===== src/rtl/noc_pkg.sv =====
// Shared router constants: port count, port index width, port encodings and credit depth.
package noc_pkg;

  localparam int NPORTS  = 5;
  localparam int PORT_W  = 3;
  localparam int CREDITS = 4;
  localparam int CRED_W  = 3;

  localparam logic [PORT_W-1:0] PORT_R  = 3'd0;
  localparam logic [PORT_W-1:0] PORT_L  = 3'd1;
  localparam logic [PORT_W-1:0] PORT_U  = 3'd2;
  localparam logic [PORT_W-1:0] PORT_D  = 3'd3;
  localparam logic [PORT_W-1:0] PORT_EJ = 3'd4;

  typedef enum logic {
    OUT_IDLE   = 1'b0,
    OUT_LOCKED = 1'b1
  } out_state_e;

endpackage


===== src/rtl/rr_arbiter.sv =====
// Round-robin arbiter: searches upward from ptr_i (wrapping) and returns the first requester
// as one-hot grant plus index, and the pointer value that follows it.
module rr_arbiter
  import noc_pkg::*;
(
  input  logic [NPORTS-1:0] req_i,
  input  logic [PORT_W-1:0] ptr_i,
  output logic              valid_o,
  output logic [NPORTS-1:0] gnt_o,
  output logic [PORT_W-1:0] gnt_idx_o,
  output logic [PORT_W-1:0] ptr_nxt_o
);

  always_comb begin
    logic [PORT_W:0]   pos;
    logic [PORT_W-1:0] idx;
    pos       = '0;
    idx       = '0;
    valid_o   = 1'b0;
    gnt_o     = '0;
    gnt_idx_o = '0;
    ptr_nxt_o = ptr_i;
    for (int off = 0; off < NPORTS; off++) begin
      pos = {1'b0, ptr_i} + (PORT_W+1)'(off);
      if (pos >= (PORT_W+1)'(NPORTS)) pos = pos - (PORT_W+1)'(NPORTS);
      idx = pos[PORT_W-1:0];
      if (!valid_o && req_i[idx]) begin
        valid_o   = 1'b1;
        gnt_o[idx] = 1'b1;
        gnt_idx_o = idx;
        ptr_nxt_o = (idx == PORT_W'(NPORTS-1)) ? '0 : idx + 1'b1;
      end
    end
  end

endmodule


===== src/rtl/noc_switch_allocator.sv =====
// Packet-level switch allocator: one lock FSM and round-robin arbiter per output port.
// Define SWA_CREDIT_EN to add per-output downstream credit counters gating flit_ok.
//
// state      | meaning
// OUT_IDLE   | output free; arbitrates among eligible inputs this cycle
// OUT_LOCKED | output owned by input sel_q until that input's tail flit transfers
module noc_switch_allocator
  import noc_pkg::*;
(
  input  logic                     clk,
  input  logic                     reset,
  input  logic [NPORTS-1:0]        req_valid,
  input  logic [NPORTS*PORT_W-1:0] req_dst,
  input  logic [NPORTS-1:0]        in_xfer,
  input  logic [NPORTS-1:0]        in_tail,
  input  logic [NPORTS-1:0]        credit_ret,
  output logic [NPORTS-1:0]        gnt,
  output logic [NPORTS-1:0]        flit_ok,
  output logic [NPORTS*PORT_W-1:0] xbar_sel,
  output logic [NPORTS-1:0]        out_busy,
  output logic                     err
);

  out_state_e        state_q [NPORTS];
  out_state_e        state_d [NPORTS];
  logic [PORT_W-1:0] sel_q   [NPORTS];
  logic [PORT_W-1:0] sel_d   [NPORTS];
  logic [PORT_W-1:0] ptr_q   [NPORTS];
  logic [PORT_W-1:0] ptr_d   [NPORTS];
  logic [NPORTS-1:0] gnt_q, gnt_d;
  logic              err_q, err_d;

  logic [NPORTS-1:0] arb_req [NPORTS];
  logic [NPORTS-1:0] arb_gnt [NPORTS];
  logic [PORT_W-1:0] arb_idx [NPORTS];
  logic [PORT_W-1:0] arb_ptr [NPORTS];
  logic [NPORTS-1:0] arb_valid;

  logic [NPORTS-1:0] owns, credit_ok, accept, bad_dst;
  logic [NPORTS-1:0] out_acc, out_rel, has_cred, cred_ovf, granted;

  // gnt_q lingers one cycle after release, keeping the releasing input out of the next arbitration
  always_comb begin
    logic [PORT_W-1:0] dst;
    dst     = '0;
    bad_dst = '0;
    for (int o = 0; o < NPORTS; o++) arb_req[o] = '0;
    for (int i = 0; i < NPORTS; i++) begin
      dst        = req_dst[i*PORT_W +: PORT_W];
      bad_dst[i] = req_valid[i] & (dst >= PORT_W'(NPORTS));
      for (int o = 0; o < NPORTS; o++)
        arb_req[o][i] = req_valid[i] & ~gnt_q[i] & (dst == PORT_W'(o));
    end
  end

  for (genvar o = 0; o < NPORTS; o++) begin : g_arb
    rr_arbiter u_arb (
      .req_i     (arb_req[o]),
      .ptr_i     (ptr_q[o]),
      .valid_o   (arb_valid[o]),
      .gnt_o     (arb_gnt[o]),
      .gnt_idx_o (arb_idx[o]),
      .ptr_nxt_o (arb_ptr[o])
    );
  end

  always_comb begin
    owns      = '0;
    credit_ok = '0;
    out_acc   = '0;
    out_rel   = '0;
    for (int o = 0; o < NPORTS; o++)
      for (int i = 0; i < NPORTS; i++)
        if (state_q[o] == OUT_LOCKED && sel_q[o] == PORT_W'(i)) begin
          owns[i]      = 1'b1;
          credit_ok[i] = has_cred[o];
        end
    flit_ok = owns & credit_ok;
    accept  = in_xfer & flit_ok;
    for (int o = 0; o < NPORTS; o++)
      for (int i = 0; i < NPORTS; i++)
        if (state_q[o] == OUT_LOCKED && sel_q[o] == PORT_W'(i)) begin
          out_acc[o] = accept[i];
          out_rel[o] = accept[i] & in_tail[i];
        end
  end

`ifdef SWA_CREDIT_EN
  logic [CRED_W-1:0] cred_q [NPORTS];
  logic [CRED_W-1:0] cred_d [NPORTS];

  always_comb begin
    for (int o = 0; o < NPORTS; o++) has_cred[o] = (cred_q[o] != '0);
  end

  always_comb begin
    cred_ovf = '0;
    for (int o = 0; o < NPORTS; o++) begin
      cred_d[o] = cred_q[o];
      if (out_acc[o] && !credit_ret[o]) begin
        cred_d[o] = cred_q[o] - 1'b1;
      end else if (credit_ret[o] && !out_acc[o]) begin
        if (cred_q[o] == CRED_W'(CREDITS)) cred_ovf[o] = 1'b1;
        else                               cred_d[o]   = cred_q[o] + 1'b1;
      end
    end
  end

  always_ff @(posedge clk) begin
    for (int o = 0; o < NPORTS; o++) begin
      if (reset) cred_q[o] <= CRED_W'(CREDITS);
      else       cred_q[o] <= cred_d[o];
    end
  end
`else
  logic unused_credit_ret;
  assign unused_credit_ret = ^credit_ret;
  assign has_cred          = '1;
  assign cred_ovf          = '0;
`endif

  always_comb begin
    granted = '0;
    for (int o = 0; o < NPORTS; o++) begin
      state_d[o] = state_q[o];
      sel_d[o]   = sel_q[o];
      ptr_d[o]   = ptr_q[o];
      case (state_q[o])
        OUT_IDLE: begin
          if (arb_valid[o]) begin
            state_d[o] = OUT_LOCKED;
            sel_d[o]   = arb_idx[o];
            ptr_d[o]   = arb_ptr[o];
            granted    = granted | arb_gnt[o];
          end
        end
        OUT_LOCKED: begin
          if (out_rel[o]) state_d[o] = OUT_IDLE;
        end
        default: state_d[o] = OUT_IDLE;
      endcase
    end
    gnt_d = owns | granted;
    err_d = err_q | (|bad_dst) | (|(in_xfer & ~flit_ok)) | (|cred_ovf);
  end

  always_ff @(posedge clk) begin
    if (reset) begin
      for (int o = 0; o < NPORTS; o++) begin
        state_q[o] <= OUT_IDLE;
        sel_q[o]   <= '0;
        ptr_q[o]   <= '0;
      end
      gnt_q <= '0;
      err_q <= 1'b0;
    end else begin
      for (int o = 0; o < NPORTS; o++) begin
        state_q[o] <= state_d[o];
        sel_q[o]   <= sel_d[o];
        ptr_q[o]   <= ptr_d[o];
      end
      gnt_q <= gnt_d;
      err_q <= err_d;
    end
  end

  always_comb begin
    xbar_sel = '0;
    out_busy = '0;
    for (int o = 0; o < NPORTS; o++) begin
      xbar_sel[o*PORT_W +: PORT_W] = sel_q[o];
      out_busy[o]                  = (state_q[o] == OUT_LOCKED);
    end
  end

  assign gnt = gnt_q;
  assign err = err_q;

endmodule


===== config.mk =====
export PLATFORM = sky130hd
export DESIGN_NAME = noc_switch_allocator
export DESIGN_NICKNAME = d
export VERILOG_FILES = /design/src/rtl/noc_pkg.sv /design/src/rtl/rr_arbiter.sv /design/src/rtl/noc_switch_allocator.sv
export SDC_FILE = /design/constraint.sdc
export NUM_CORES = 1
export LEC_CHECK = 0
export CORE_MARGIN = 8
export CORE_UTILIZATION = 55
export CTS_BUF_LIST = sky130_fd_sc_hd__clkbuf_8
export CTS_CLUSTER_SIZE = 40
export DETAILED_ROUTE_END_ITERATION = 16
export PLACE_DENSITY = 0.75
export SLEW_MARGIN = 20
export SYNTH_ARGS = -nofsm -noshare
export SYNTH_HDL_FRONTEND = slang
export SYNTH_HIERARCHICAL = 1
export SYNTH_SLANG_ARGS = --single-unit

===== constraint.sdc =====
create_clock -name clk -period 7.4 [get_ports clk]
set_clock_uncertainty 0.15 [all_clocks]
set_input_delay 2.22 -clock clk [delete_from_list [all_inputs] [get_ports clk]]
set_output_delay 2.22 -clock clk [all_outputs]
set_load 0.02 [all_outputs]

# --- After elaboration in Yosys (flattened, before gate mapping) ---
# Memory sizes are Yosys's and may differ from the RTL's.
# Cells that the tools add are included.
totals:
  out_inout_bits: 31
  word_cells: 781
  n_memories: 3
  register_bits: 6
  inputBits: 37
  mem_bits_rw: 35
op_classes:
  addsub: 70
  order_cmp: 80
  n_bitwise: 96
  reduce_logical: 102
  n_eq_ne: 65
  n_mux: 363
mem_list:
  columns: ["memory", "depth", "width", "read_ports", "rd_clocked_by_memory_dff", "wr", "line_no", "text"]
  rows:
  - ["ptr_q", 5, 3, 5, 0, 5, "noc_switch_allocator.sv:28", "logic [PORT_W-1:0] ptr_q [NPORTS];"]
  - ["sel_q", 5, 3, 5, 0, 5, "noc_switch_allocator.sv:26", "logic [PORT_W-1:0] sel_q [NPORTS];"]
  - ["state_q", 5, 1, 5, 0, 5, "noc_switch_allocator.sv:24", "out_state_e state_q [NPORTS];"]
op_table:
  columns: ["cell", "count"]
  rows:
  - ["$mux W3", 130]
  - ["$mux W5", 35]
  - ["$mux W1", 143]
  - ["$or A5 B5 Y5", 25]
  - ["$eq A3 B3 Y1 const B", 35]
  - ["$lt A3 B4 Y1 const B", 25]
  - ["$ge A4 B3 Y1 const B", 20]
  - ["$add A3 B1 Y3 const B", 25]
  - ["$bmux W1 S3", 25]
  - ["$demux W1 S3", 25]
  - ["$ge A3 B1 Y1 const B", 25]
  - ["$sub A3 B3 Y3 const B", 25]
  - ["$logic_and A1 B1 Y1", 70]
  - ["$eq A3 B2 Y1 const B", 20]
  - ["$add A3 B2 Y4 const B", 10]
  - ["$and A1 B1 Y1", 40]
  - ["$eq A3 B1 Y1 const B", 10]
  - ["$ge A3 B3 Y1 const B", 10]
  - ["$logic_not A3 Y1", 10]
  - ["$add A3 B1 Y4 const B", 5]
  - ["$add A3 B3 Y4 const B", 5]
  - ["$logic_not A1 Y1", 20]
  - ["$or A1 B1 Y1", 17]
  - ["$and A5 B5 Y5", 3]
  - ["other kinds (4)", 18]

# --- Depth between registers and ports, before layout ---
# Gate-level depths: netlist of run 1.
depth:
  word_depth: 33
  mapped_depth: 18
  ltp_nobuf: 16

# --- Hierarchy ---
# The synthesis of run 1 kept the hierarchy.
modules_own_cells:
  columns: ["mod", "area_per_inst_um2", "seq_area_each_um2", "cells_per_inst", "n_inst"]
  rows:
  - ["rr_arbiter (g_arb[0].u_arb ...)", 1657.8, 0.0, 244, 4]
  - ["noc_switch_allocator", 2331.0, 820.8, 305, 1]
  - ["rr_arbiter (g_arb[4].u_arb)", 1641.6, 0.0, 240, 1]

# --- Worst setup path after synthesis of run 1 ---
# Ideal clock, no wire load.
synth_path:
  path_kind: "input-to-reg"
  start: "in req_dst[12]"
  end: "reg gnt_q[3] (netlist: gnt[3])"
  setup_time_ns: 0.144
  path_stages: 13
  required_time_ns: 7.106
  slack_ns: 1.942
  arrival_ns: 5.164
  path_buffers: 1
  path_cell_list: "or3b_2 -> nor3b_1 -> or3b_2 -> a21oi_1 -> o21ai_0 -> a22oi_1 -> clkbuf_1 -> nor4_1 -> a21oi_1 -> o21ai_0 -> a221o_1 -> a222oi_1 -> a31oi_1"
synth_rtl:
  columns: ["item", "line_no", "text"]
  rows:
  - ["start: declaration", "noc_switch_allocator.sv:13", "input logic [NPORTS*PORT_W-1:0] req_dst,"]
  - ["end signal: assignment", "noc_switch_allocator.sv:162", "gnt_q <= gnt_d;"]
  - ["end: declaration", "noc_switch_allocator.sv:30", "logic [NPORTS-1:0] gnt_q, gnt_d;"]

==> summary.md, run 1 <==
| Metric | Value |
|---|---|
| Layout Nets | between 1500 and 2000 |
| Largest net degree at the start of global routing | 43 |
| CTS Hold Bufs | 0 |
| Yosys warns | 6 |
| Design Power | between 3 and 4 mW |
| Setup TNS | 0 ns |
| Asr flop ratio synth | 0% |
| Post-synth cell types | 93 |
| Uppermost routed layer | met4 |
| P_leak | 4.39 nW |
| Crit Path Max Fanout | 12 |
| Min-delay worst type | reg2reg |
| Fin. Hold Viols | 0 |
| Sw Ratio | between 50% and 60% |
| RSZ-0062 raised after global routing | no |
| Port Buf Inserts | 62 |
| Mux cell area share after synthesis | under 10% |
| Total track usage | between 20% and 30% |
| Io pins | 68 |
| Hold Path Origin | sel_q[0][2]$_SDFFE_PP0P_ |
| Multi-input gate area | ~9000 um^2 |
| Final Max Tran Viols | 0 |
| Max incr delay on CP | roughly 0.59 ns |
| Logic pwr share | between 80% and 90% |
| Achievable Freq | approximately 160 MHz |
| Initial DRC Count | roughly 1200 |
| Die H | about 150 um |
| HPWL Detailed | approximately 30000 um |
| Start point of the critical path | req_valid[1] |
| Cell taking the most area after synthesis | ha_1 |
| Via count | 12125 |
| Fill count | 1831 |
| Core area | 18800 um^2 |
| Post-synth EDFFs | 0 |
| CTS Sinks | a little over 40 |
| Cts bufs inserted | 5 |
| CTS tree | built |
| Seq cells post-synth | slightly above 40 |
| Worst Path Required | between 7 and 8 ns |
| Dpl cells | 1797 |
| Remaining antenna violation count | 0 |
| Synth Area in XOR/XNOR | approximately 2.5% |
| Worst-Skew Late Latency | between 0.3 and 0.4 ns |
| FF-to-FF setup slack | around 2.2 ns |
| Dominant synthesized flop cell | dfxtp_1 |
| Register area | roughly 800 um^2 |
| Post_cts resized | 0 |
| Setup violations, final | 0 |
| Most frequent cell after synthesis | nand2_1 |
| Mapped Cells | ~1500 |
| Met1 WL | ~16000 um |
| MaxCap Viol Count | 0 |
| Slowest cell on crit path | nor3b_1 |
| Antenna violations before repair | 0 |
| First-pass GRT wire length | between 50000 and 60000 um |
| Peak supply drop | just under 200 uV |
| Syn-to-layout area delta | 7.79% |
| Die area | approximately 24000 um^2 |
| NetSw | roughly 2.1 mW |
| Slew HR | between 40% and 50% |
| Metal3 WL | around 2800 um |
| Internal power | approximately 1.5 mW |
| Post-Synth Simple-Gate Area | 30.0% |
| Clk buf depth | 2 |
| Status | completed |
| Sequential fraction of the synthesis area | 7.74% |
| Met2 wire len | around 17000 um |
| Complex-gate fraction of the synthesized area | 37.1% |
| GRT Residual Overflow | 0 |
| Setup crit end kind | register |
| Die extent in x | 155 um |
| Mapped cell area | 10600 um^2 |
| DRC Markers | 0 |
| Largest family of logic cells by synthesized area | compound AO/OA/AOI/OAI gates |
| WL per Instance | about 20 um |
| Postcts setup bufs | 0 |
| Initial core utilization | 56.3% |
| Final Critical Period | 6.41 ns |
| Drt pass-1 iters | 6 |
| Critical setup path kind | in2reg |
| Antenna diode count | 0 |
| Syn nets | approximately 1600 |
| Number of core rows | 50 |
| Worst Max-Slew Pin Slew | between 0.8 and 0.9 ns |
| Top post-synthesis cells by area | ha_1 (10%), dfxtp_1 (7.7%), nand2_1 (7.1%) |
| Clk root buf | clkbuf_8 |
| Adder-cell share of the synthesized area | 11.0% |
| PwrDens | ~320 nW/um^2 |
| Synth Area per Inst | between 6 and 7 um^2 |
| Ratio of cells with drive above 1 in the final layout | under 10% |
| Reg clk slew, reported paths | 0.09 ns |
| Crit start category | primary input |
| Synth top cells by count | nand2_1 (200), a21oi_1 (132), nor2_1 (99), inv_1 (91), ha_1 (85) |
| Detailed Route WL | about 37000 um |
| H-tree levels | 2 |
| Gpl congestion | around 0.99 |
| Critical Path AT | approximately 6.4 ns |
| Clock share of power | 4.7% |
| Flop pwr share | a little over a tenth |
| Period utilization | about 87% |
| Yosys top cell area share | about 10% |
| DP Area | 11300 um^2 |
| Reg2reg start | ptr_q[0][1]$_SDFFE_PP0P_ |
| CP cell instances | clkdlybuf4s50_1 > nor3b_1 > nand2_1 > nor2_1 > nand2_1 > a21boi_0 > nor3_1 > o32ai_2 > nor2_1 > and2_1 > a31oi_1 > o211ai_1 > a222oi_1 > a31oi_1 |
| Vias/cell | between 6 and 7 |
| Vias in the first global route | approximately 11000 |
| Finished Cell Area | 11400 um^2 |
| Finished Layout Cells | around 1800 |
layout make-up:
cell class / instances / share of cell area [%]
clock buffer: 5 / 0.602
clock inverter: 3 / 0.252
inverter: 99 / 3.25
multi-input combinational: 1312 / 78.9
sequential: 41 / 7.18
tap: 260 / 2.85
timing repair buffer: 85 / 6.94
critical path: cells and delay by family:
family	cells	cell delay, ns
buffers and inverters	1	0.52
and+or+nand+nor	7	1.74
AOI/OAI and AO/OA	6	1.95
cell usage in the layout (no fill, tap or decap), types with 24 or more instances in the layout:
| cell | instances |
|---|---|
| inv_1 | 91 |
| ha_1 | 85 |
| nor3_1 | 43 |
| o21ai_0 | 53 |
| o22ai_1 | 24 |
| clkdlybuf4s50_1 | 62 |
| mux2i_1 | 41 |
| a211oi_1 | 24 |
| o211ai_1 | 29 |
| nor2_1 | 99 |
| nand2_1 | 200 |
| nand3_1 | 39 |
| xnor2_1 | 28 |
| a21oi_1 | 132 |
| a31oi_1 | 38 |
| dfxtp_1 | 41 |
| nand2b_1 | 63 |
| a211o_1 | 28 |
power groups by stage:
stage | Combinational [mW] | Clock, mW | Sequential, mW
after global routing | 3.34 | 0.182 | 0.383
after floorplan | 2.23 | 0 | 0.376
final | 3.06 | 0.169 | 0.374
after detailed placement | 2.98 | 0 | 0.375
after CTS | 3.00 | 0.170 | 0.371
after global placement | 2.95 | 0 | 0.373
stage by stage:
stage | worst slack, ns | hold WS (ns) | util (%)
finish | 0.986 | 0.371 | 60.7
CTS | 1.16 | 0.369 | 60.7
global route | 0.787 | 0.417 | 60.7
global placement | 0.907 | 0.341 | 60.2
floorplan | 1.94 | 0.332 | -
detailed placement | 0.841 | 0.355 | 60.2
layer usage:
metal	track usage, %	vias up
met4	11.1	0
met5	0	-
met1	39.6	5675
li1	-	5793
met2	47.6	574
met3	3.32	83
sequential cells by signal (all words and copies together) (netlist names):
| name | flops |
|---|---|
| err | 1 |
| state_q | 5 |
| ptr_q | 15 |
| gnt | 5 |
| sel_q | 15 |
kinds of logic (layout without fill, tap and decap cells):
logic type      count (synthesis)  count (layout)
mux                            45              45
xor+xnor                       29              29
simple gates                  609             609
compound gates                539             539
flops                          41              41
fa+ha+maj                      90              90
buf+inv                       168             192
path summary, 6_finish.rpt:
path	to	cells past startpoint
max reg2reg	gnt[1]$_SDFF_PP0_	13
max	gnt[1]$_SDFF_PP0_	14
min reg2reg	sel_q[0][2]$_SDFFE_PP0P_	2
min	sel_q[0][2]$_SDFFE_PP0P_	2
Note: power is estimated with default switching activity, not from simulation.
==> run 2, diff against run 1 <==
--- a/config.mk
+++ b/config.mk
@@ -16,3 +16,4 @@
 export SYNTH_HDL_FRONTEND = slang
 export SYNTH_HIERARCHICAL = 1
 export SYNTH_SLANG_ARGS = --single-unit
+export TNS_END_PERCENT = 1
==> results of run 2 <==
Final layout, timing and power as in run 1 (identical DEF).
==> run 3, diff against run 2 <==
--- a/config.mk
+++ b/config.mk
@@ -11,6 +11,7 @@
 export CTS_CLUSTER_SIZE = 40
 export DETAILED_ROUTE_END_ITERATION = 16
 export PLACE_DENSITY = 0.75
+export SKIP_CTS_REPAIR_TIMING = 1
 export SLEW_MARGIN = 20
 export SYNTH_ARGS = -nofsm -noshare
 export SYNTH_HDL_FRONTEND = slang
==> constraint.sdc (replaced) <==
create_clock -name clk -period 6.58 [get_ports clk]
set_clock_uncertainty 0.15 [all_clocks]
set_input_delay 1.974 -clock clk [delete_from_list [all_inputs] [get_ports clk]]
set_output_delay 1.974 -clock clk [all_outputs]
set_load 0.02 [all_outputs]
==> summary.md, run 3 (synthesized netlist as in run 1, its figures left out) <==
| Metric | Value |
|---|---|
| Status | completed |
| CTS tree | built |
| Top delay family on crit path | simple AND/OR/NAND/NOR gates |
| Layout Nets | 1676 (+0.30%) |
| CTS Sinks | 41 (unchanged) |
| Vias/cell | 6.75 (+0.47%) |
| Critical Path AT | 5.89 ns (-0.53 ns) |
| DRC Markers | 0 (unchanged) |
| Buffers & Inverters on Critical Path | 2 (+1) |
| Worst Path Required | 6.60 ns (-0.81 ns) |
| CP cell instances | clkdlybuf4s50_1 > or3b_2 > nor3b_1 > buf_4 > or3b_2 > a21oi_1 > o21ai_0 > a22oi_1 > nor2_1 > or4b_4 > nor2_1 > a221o_1 > a222oi_1 > a31oi_1 |
| WHS Path Cells | 2 (unchanged) |
| Gpl congestion | 1.06 (+7.3%) |
| Initial core utilization | 56.3% (unchanged) |
| Die H | 155 um (unchanged) |
| Final Max Tran Viols | 0 (unchanged) |
| Met3 usage | 4.24% (+0.91 points) |
| MaxCap Viol Count | 0 (unchanged) |
| Reg2reg start | ptr_q[0][1]$_SDFFE_PP0P_ |
| Slowest cell on crit path | clkdlybuf4s50_1 |
| Most Crowded Layer GR | met2 |
| Port Buf Inserts | 62 (unchanged) |
| Largest net degree at the start of global routing | 36 (-16%) |
| Critical setup path kind | in2reg |
| Io pins | 68 (unchanged) |
| FF-to-FF setup slack | 1.63 ns (-0.60 ns) |
| Ratio of cells with drive above 1 in the final layout | 6.90% (+0.30 points) |
| Met2 GRT Util | 45.7% (-1.9 points) |
| Crit start category | primary input |
| Crit Path Max Fanout | 12 (unchanged) |
| Cts bufs inserted | 5 (unchanged) |
| Min-delay worst type | reg2reg |
| Achievable Freq | ~170 MHz |
| Setup violations, final | 0 (unchanged) |
| Die area | 24000 um^2 (unchanged) |
| Commonest non-fill, non-tap cell in the layout | nand2_1 |
| P_leak | 4.42 nW (+0.60%) |
| Hold Path Origin | sel_q[0][2]$_SDFFE_PP0P_ |
| Worst-Skew Late Latency | 0.31 ns (about the same) |
| DP Worst Slack | 0.461 ns (-0.381 ns) |
| H-tree levels | 2 (unchanged) |
| Drt pass-1 iters | 6 (unchanged) |
| Total track usage | 28.7% (-0.78 points) |
| Setup TNS | 0 ns (unchanged) |
| Clk root buf | clkbuf_8 |
| Peak supply drop | 218 uV (+11%) |
| Antenna violations before repair | 0 (unchanged) |
| Remaining antenna violation count | 0 (unchanged) |
| Worst r2r path cells | 13 (unchanged) |
| Slew HR | 35.5% (-5.0 points) |
| Crit Reg-Reg Endpoint | gnt[1]$_SDFF_PP0_ |
| Vias in the first global route | 11119 (+0.81%) |
| PnR worst setup slack | 0.715 ns (-0.271 ns) |
| Detailed Route WL | 35700 um (-2.7%) |
| Via count | 12216 (+0.75%) |
| Register area | 821 um^2 (unchanged) |
| Worst Max-Slew Pin Slew | 0.943 ns (+0.0761 ns) |
| Clk buf depth | 2 (unchanged) |
| GRT Residual Overflow | 0 (unchanged) |
| WL per Instance | 19.7 um (-2.9%) |
| Fill count | 1733 (-5.4%) |
| Multi-input gate area | 9020 um^2 (unchanged) |
| Setup crit end kind | register |
| Antenna diode count | 0 (unchanged) |
| GR Util met1 | 37.4% (-2.2 points) |
| Core area | 18800 um^2 (unchanged) |
| Number of core rows | 50 (unchanged) |
| PwrDens | 352 nW/um^2 (+11%) |
| First-pass GRT wire length | 57600 um (-1.7%) |
| Fin. Hold Viols | 0 (unchanged) |
| Period utilization | approximately nine tenths |
| Reg clk slew, reported paths | 0.10 ns (about the same) |
| Syn-to-layout area delta | 8.14% |
| Top Registers | ptr_q x15, sel_q x15 |
| HPWL Detailed | 28200 um (-3.3%) |
| Commonest cells after routing, fill and taps aside | nand2_1 (200), a21oi_1 (132), nor2_1 (99) |
| Max incr delay on CP | 0.49 ns (-0.10 ns) |
| Hold Path End | sel_q[0][2]$_SDFFE_PP0P_ |
| Die extent in x | 155 um (unchanged) |
| Final Critical Period | between 5 and 6 ns |
| RSZ-0062 raised after global routing | no |
| Initial DRC Count | 1328 (+9.5%) |
## run 3: where the power goes
group / internal [mW] / switching, mW
combinational: 1.32 / 2.11
sequential: 0.303 / 0.115
clock: 0.0802 / 0.109
## run 3: layout make-up
class | count | share of cell area, %
sequential | 41 | 7.16
tap | 260 | 2.84
clock buffer | 5 | 0.600
timing repair buffer | 90 | 7.24
inverter | 99 | 3.24
multi-input combinational | 1312 | 78.7
clock inverter | 3 | 0.251
## run 3: layer usage
layer  share of wire, %  wire [um]  vias to the layer above
li1                   -          -                     5791
met1                 42      15000                     5682
met2                 44      15700                      643
met3                9.4       3360                      100
met4                4.5       1610                        0
met5                  0          0                        -
## run 3: worst max-delay path by stage
stage,start,endpoint,depth (start not counted)
after floorplan,req_dst[12],gnt[3]$_SDFF_PP0_,13
after global placement,req_valid[4],gnt[3]$_SDFF_PP0_,14
after detailed placement,req_valid[4],gnt[3]$_SDFF_PP0_,14
after CTS,req_valid[4],gnt[3]$_SDFF_PP0_,14
after global routing,req_valid[4],gnt[3]$_SDFF_PP0_,14
final,req_valid[4],gnt[3]$_SDFF_PP0_,14
## run 3: worst register-to-register path: stages (launching register included)
cell	delay, ns
dfxtp_1	0.66
inv_1	0.32
ha_1	0.69
clkinv_1	0.45
mux2i_1	0.48
inv_1	0.17
o21ai_0	0.17
o32ai_2	0.19
a2111o_1	0.42
nor2_2	0.42
nand2_2	0.13
o211ai_1	0.31
a222oi_1	0.16
a31oi_1	0.18
## run 3: through the flow
step	hold WS [ns]	power, mW	std cells	cell area (um^2)	util [%]
after floorplan	0.332	2.93	1521	10600	-
after global placement	0.342	3.70	1802	11400	60.4
after detailed placement	0.349	3.75	1802	11400	60.4
after CTS	0.368	3.95	1810	11500	60.9
after global routing	0.389	4.37	1810	11500	60.9
final	0.372	4.04	1810	11500	60.9
